### config.mk
export PLATFORM = sky130hd
export DESIGN_NAME = xor_frame_checksum
export DESIGN_NICKNAME = d
export VERILOG_FILES = /design/src/rtl/xor_pkg.sv /design/src/rtl/nand_xor_vec.sv /design/src/rtl/xor_frame_checksum.sv
export SDC_FILE = /design/constraint.sdc
export NUM_CORES = 1
export LEC_CHECK = 0
export BUFFER_PORTS_ARGS = -buffer_cell sky130_fd_sc_hd__buf_4
export CAP_MARGIN = 20
export CORE_ASPECT_RATIO = 0.7
export CORE_MARGIN = 3
export CORE_UTILIZATION = 40
export DETAILED_ROUTE_END_ITERATION = 6
export GPL_ROUTABILITY_DRIVEN = 0
export PLACE_DENSITY_LB_ADDON = 0.1
export REMOVE_ABC_BUFFERS = 1
export SYNTH_ARGS = -nofsm -noshare
export SYNTH_HDL_FRONTEND = slang
export SYNTH_HIERARCHICAL = 1
export SYNTH_SLANG_ARGS = --single-unit
### constraint.sdc
create_clock -name clk -period 4.9 [get_ports clk]
set_clock_uncertainty 0.2 [all_clocks]
set_input_delay 0.735 -clock clk [delete_from_list [all_inputs] [get_ports clk]]
set_output_delay 0.735 -clock clk [all_outputs]
set_load 0.01 [all_outputs]
### src/rtl/xor_pkg.sv
// xor_pkg: shared state encoding and length-width helper for the XOR frame checksum
package xor_pkg;
  typedef enum logic [1:0] {IDLE, ACCUM, HOLD} state_e;
  function automatic int len_width(input int max_len);
    return $clog2(max_len + 1);
  endfunction
endpackage

### src/rtl/nand_xor_vec.sv
// nand_xor_vec: bitwise a^b, each bit the classic four-NAND XOR cell
module nand_xor_vec #(
  parameter int WIDTH = 8
) (
  input  logic [WIDTH-1:0] a,
  input  logic [WIDTH-1:0] b,
  output logic [WIDTH-1:0] y
);
  for (genvar g = 0; g < WIDTH; g++) begin : g_cell
    logic n1, n2, n3;
    assign n1 = ~(a[g] & b[g]);
    assign n2 = ~(a[g] & n1);
    assign n3 = ~(b[g] & n1);
    assign y[g] = ~(n2 & n3);
  end
endmodule

### src/rtl/xor_frame_checksum.sv
// xor_frame_checksum: folds a valid/ready word stream into a per-frame XOR checksum
module xor_frame_checksum
  import xor_pkg::*;
#(
  parameter int WIDTH   = 8,
  parameter int MAX_LEN = 16,
  parameter int LEN_W   = len_width(MAX_LEN)
) (
  input  logic             clk,
  input  logic             rst,
  input  logic             in_valid,
  output logic             in_ready,
  input  logic [WIDTH-1:0] in_data,
  input  logic             in_last,
  input  logic             chk_en,
  output logic             out_valid,
  input  logic             out_ready,
  output logic [WIDTH-1:0] out_sum,
  output logic             out_parity,
  output logic [LEN_W-1:0] out_len,
  output logic             out_err
);
  state_e           state_q, state_d;
  logic [WIDTH-1:0] acc_q, acc_d, nxt_acc;
  logic [LEN_W-1:0] len_q, len_d;
  logic             ovr_q, ovr_d, chk_q, chk_d;
  logic             beat, hold;

  nand_xor_vec #(.WIDTH(WIDTH)) u_xor (.a(acc_q), .b(in_data), .y(nxt_acc));

  assign hold     = state_q == HOLD;
  assign in_ready = !hold;
  assign beat     = in_valid & in_ready;

  always_comb begin
    state_d = state_q;
    acc_d   = acc_q;
    len_d   = len_q;
    ovr_d   = ovr_q;
    chk_d   = chk_q;
    case (state_q)
      IDLE: if (beat) begin
        acc_d   = in_data;
        len_d   = LEN_W'(1);
        chk_d   = chk_en;
        state_d = in_last ? HOLD : ACCUM;
      end
      ACCUM: if (beat) begin
        acc_d   = nxt_acc;
        len_d   = (len_q < LEN_W'(MAX_LEN)) ? len_q + LEN_W'(1) : len_q;
        ovr_d   = ovr_q | (len_q >= LEN_W'(MAX_LEN));
        state_d = in_last ? HOLD : ACCUM;
      end
      HOLD: if (out_ready) begin
        state_d = IDLE;
        acc_d   = '0;
        len_d   = '0;
        ovr_d   = 1'b0;
      end
      default: state_d = IDLE;
    endcase
  end

  always_ff @(posedge clk) begin
    if (rst) begin
      state_q <= IDLE;
      acc_q   <= '0;
      len_q   <= '0;
      ovr_q   <= 1'b0;
      chk_q   <= 1'b0;
    end else begin
      state_q <= state_d;
      acc_q   <= acc_d;
      len_q   <= len_d;
      ovr_q   <= ovr_d;
      chk_q   <= chk_d;
    end
  end

  assign out_valid  = hold;
  assign out_sum    = hold ? acc_q : '0;
  assign out_parity = hold & (^acc_q);
  assign out_len    = hold ? len_q : '0;
  assign out_err    = hold & ((chk_q & (acc_q != '0)) | ovr_q);
endmodule

# Word-level counts from Yosys, hierarchy flattened
# Cells that the tools add are included.
dict set report op_classes {
  add_sub_neg 1
  order_cmp 2
  n_eq_ne 7
  mux 18
  n_bitwise 70
  n_reduce_logical 12
}
# operator n
set ops {}
lappend ops {{1-bit AND} 36}
lappend ops {{8-bit two-way mux} 4}
lappend ops {{1-bit inverter} 32}
lappend ops {{5-bit two-way mux} 5}
lappend ops {{8-bit one-hot mux with 3 select lines} 1}
lappend ops {{5-bit one-hot mux with 3 select lines} 1}
lappend ops {{2-bit != test (second input constant)} 4}
lappend ops {{8-bit nonzero test} 1}
lappend ops {{8-bit parity} 1}
lappend ops {{2-bit two-way mux} 3}
lappend ops {{5-bit by 1-bit adder with 5-bit output (second input constant)} 1}
lappend ops {{5-bit >= comparator (second input constant)} 1}
lappend ops {{5-bit less-than comparator (second input constant)} 1}
lappend ops {{5-bit AND reduction} 1}
lappend ops {{2-bit one-hot mux with 2 select lines} 1}
lappend ops {{2-bit AND reduction} 2}
lappend ops {{4-bit AND reduction} 1}
lappend ops {{3-bit AND reduction} 1}
lappend ops {{3-bit nonzero test} 1}
lappend ops {{2-bit by 1-bit equality test with 1-bit output (second input constant)} 1}
lappend ops {{2-bit equality test (second input constant)} 1}
lappend ops {{2-bit zero test} 1}
lappend ops {{1-bit two-way mux} 2}
lappend ops {{2-bit by 1-bit != test with 1-bit output (second input constant)} 1}
lappend ops {{other kinds (5)} 6}
dict set report word_totals {
  regBits 17
  input_bits 14
  out_inout_bits 17
  wordCells 115
}

# Longest topological paths before layout
dict set report logic_depth {
  word_depth 8
  ltp_mapped 8
  ltp_nobuf 6
}

# Hierarchy
# Netlist, hierarchy kept.
# module instances cells_per_inst area_per_inst_um2 seq_area_each_um2
set by_module_without_submodules {}
lappend by_module_without_submodules {xor_frame_checksum 1 142 1152.4 340.3}
lappend by_module_without_submodules {nand_xor_vec 1 8 70.1 0.0}

# Worst setup path after synthesis
# Ideal clock, no wire load.
dict set report synth_timing {
  kind {register to output}
  from {register state_q[0]}
  to {output port out_parity}
  t_arrival_ns 1.381
  required_time_ns 3.965
  slack_ns 2.584
  path_stages_with_launch 7
  path_buffers 2
  cell_sequence {dfxtp_1 inv_1 ha_1 buf_6 inv_1 clkbuf_1 nor2_1}
}
dict set report synth_between {
  elab_chain_len 2
}
# item line_no
set synth_rtl {}
lappend synth_rtl {{from (decl)} xor_frame_checksum.sv:23} ;# state_e state_q, state_d;
lappend synth_rtl {{from (signal assigned)} xor_frame_checksum.sv:72} ;# state_q <= state_d;
lappend synth_rtl {{2-bit equality test} xor_frame_checksum.sv:31} ;# assign hold = state_q == HOLD;
lappend synth_rtl {{via out_valid} xor_frame_checksum.sv:16} ;# output logic out_valid,
lappend synth_rtl {{1-bit AND} xor_frame_checksum.sv:82} ;# assign out_parity = hold & (^acc_q);
lappend synth_rtl {{to (decl)} xor_frame_checksum.sv:19} ;# output logic out_parity,
# The timed path passes the listed nets, and every way through them passes these cells.

# Worst setup path after layout
dict set report layout_timing {
  from {register state_q[0]}
  to {output port out_err}
}
dict set report layout_between {
  elab_chain_len 2
}
# item line_no
set layout_rtl {}
lappend layout_rtl {{2-bit equality test} xor_frame_checksum.sv:31}
lappend layout_rtl {{1-bit AND} xor_frame_checksum.sv:84} ;# assign out_err = hold & ((chk_q & (acc_q != '0)) | ovr_q);
lappend layout_rtl {{to (decl)} xor_frame_checksum.sv:21} ;# output logic out_err
# No other way between the ends.

==> results.cfg <==
[detailed_routing]
drc_errors = 0
route.vias.total = 1096
wire_per_inst_um = 13.2
dr.pass1.iters = 4
ant_nets = 0
routed_via_density = 5.15
first_iter_violations = 33
wl_um = 2820

[floorplan]
pin_count = 31
start_util_pct = 42.7
dieArea_sq_um = 3770
coreArea_sq_um = 2860
num_rows = 16
die_h_um = 52.3
dieWidth_um = 72.1

[cts]
cts.sinks = 17
clk_pin_slew_ns = 0.07
post_cts.repair.setup_buffers = 0
numCtsBuffers = 3
ctsResizeCount = 0
cts-hold-fix-buffers = 0
cts_tree = built
clock_path_buffers = 2
cts-root-buf = clkbuf_8
cts_max_level = 1
worstSkewPairLatency_ns = 0.25

[global_routing]
antenna_found_initial = 0
grt_pass1_vias = 1039
grt_remaining_overflow = 0
grt_usage_pct = 16.6
grt_pass1_wl_um = 4870
grt_max_degree = 19

[cells_and_area]
layout-drive-gt1-share_pct = 23.2
fillers = 297
fin_nets = 202
synthToLayoutAreaGrowth_pct = 20.7
n_antenna_cell = 0

[synth]
synth-async-reset-ratio_pct = 0
ys_types = 36
synthCells = 150
synth-edff-count = 0
ys_seq_area_share_pct = 27.8
netlist_area_sq_um = 1220
synth_seq_cells = 17
yosysWarnings = 6
synthFlopType = dfxtp_1
synth.avg_cell_area_sq_um = 8.15

[timing]
tns_ns = 0
fmax_ghz = 0.371
finalCriticalPeriod_ns = 2.70
tightest_slew_ns = 0.763
finalSetupViolCount = 0
finalHoldViolCount = 0
slew_headroom_pct = 49.1
min_period_over_period_pct = 55.1
drv_slew = 0
grt_setup_unrepaired = no

[run]
cap_violations = 0

[min_path]
hold_class = reg -> reg

[setup_path]
cp_data_required_time_ns = 3.96
slowest_stage = ha_1
crit_type = reg -> out
cp-start-kind = flop
cpMostUsedCell = inv_1
crit_chain = inv_1 -> ha_1 -> inv_1 -> nor2_1 -> buf_4
crit_path_max_incr_delay_ns = 0.43
end_kind = output port
arrival_ns = 1.76
critical_path_peak_fanout = 12

[power]
p_int_uw = 271
p_sw_uw = 129
p_total_uw = 400
swShare_pct = 32.3
power_leakage_nw = 0.635
share_comb_of_total_power_pct = 33.3
clockPowerShare_pct = 25.9
power_frac_seq_pct = 40.9
peakVddDrop_mv = 0.123
power_density_nw_per_um2 = 271

[place]
io_buffers = 30
dp.final_hpwl_um = 2160

[run_status]
status = finished clean
[worst max-delay path: cells and delay by family, from the launching register on]
kind	cells	cell delay, ns
buf+inv	3	0.53
flops	1	0.36
fa+ha+maj	1	0.43
simple gates	1	0.19
[layout by cell type, fill, tap and decap left out, types with 7 or more instances in the layout]
cell       n
xor2_1     8
nor2b_1    7
a21oi_1   17
and2_1     7
ha_1      10
a211oi_1   8
dfxtp_1   17
nor2_1    21
buf_4     30
inv_1     13
[power groups by stage]
stage	sequential (mW)	combinational, mW	clock, mW
6_report	0.164	0.133	0.104
5_1_grt	0.166	0.152	0.115
4_1_cts	0.164	0.135	0.109
3_5_place_dp	0.167	0.134	0
3_3_place_gp	0.166	0.131	0
2_1_floorplan	0.163	0.0974	0
[final timing paths]
kind,start,slack [ns],cells after the start,end
worst min-delay path,ovr_q$_SDFFE_PP0P_,0.27,2,ovr_q$_SDFFE_PP0P_
worst max register to register,state_q[0]$_SDFFE_PP0P_,2.47,6,len_q[4]$_SDFFE_PP0P_
worst max-delay path,state_q[0]$_SDFFE_PP0P_,2.20,5,out_err
worst min register to register,ovr_q$_SDFFE_PP0P_,0.27,2,ovr_q$_SDFFE_PP0P_
[sequential cells by signal, indices dropped and copies added, names as in the netlist]
| signal | flops |
|---|---|
| state_q | 2 |
| len_q | 5 |
| chk_q | 1 |
| acc_q | 8 |
| ovr_q | 1 |
[Yosys cell counts (2+ instances only)]
library cell / n / share of area (%)
o21ai_0: 3 / 1.2
a21oi_1: 17 / 7.0
ha_1: 10 / 10
and2_1: 7 / 3.6
clkbuf_1: 2 / 0.61
nand3_1: 3 / 1.2
nor2_1: 21 / 6.4
nand2_1: 5 / 1.5
xnor2_1: 3 / 2.1
nand4_1: 2 / 1.0
nor2b_1: 7 / 3.6
buf_6: 3 / 2.8
xor2_1: 8 / 5.7
and2b_2: 2 / 1.4
a211oi_1: 8 / 4.9
inv_1: 13 / 4.0
dfxtp_1: 17 / 28
[routing by layer]
| metal | routed length [um] | vias to the layer above | track usage [%] |
|---|---|---|---|
| met3 | 167 | 2 | 4.02 |
| li1 | - | 561 | - |
| met2 | 1260 | 28 | 26.7 |
| met5 | 0 | - | 0 |
| met1 | 1380 | 505 | 22.5 |
| met4 | 14 | 0 | 3.75 |
[through the flow]
stage	cells	area [sq um]	worst slack [ns]	utilization, %	hold WS [ns]
global placement	209	1430	2.59	50.0	0.259
CTS	213	1480	2.19	51.5	0.279
floorplan	143	1160	2.70	-	0.231
detailed placement	209	1430	2.47	50.0	0.271
global route	213	1480	2.05	51.5	0.303
finish	213	1480	2.20	51.5	0.275
[cells by family after synthesis]
| family | count (synthesis) | share of synthesized area, % |
|---|---|---|
| AO/OA/AOI/OAI | 35 | 19.6 |
| AND/OR/NAND/NOR | 57 | 25.4 |
| adder cells (fa/ha/maj) | 10 | 10.2 |
| buffers and inverters | 20 | 9.11 |
| XOR/XNOR | 11 | 7.88 |
| flip-flops | 17 | 27.8 |
[layout make-up]
type / instances / area, sq um / area share [%]
clock buffer: 4 / 45.0 / 3.05
inverter: 13 / 48.8 / 3.31
multi-input combinational: 113 / 771 / 52.2
sequential: 17 / 340 / 23.1
tap: 36 / 45.0 / 3.05
timing repair buffer: 30 / 225 / 15.3
No activity file was read; power rests on OpenSTA's default activity.
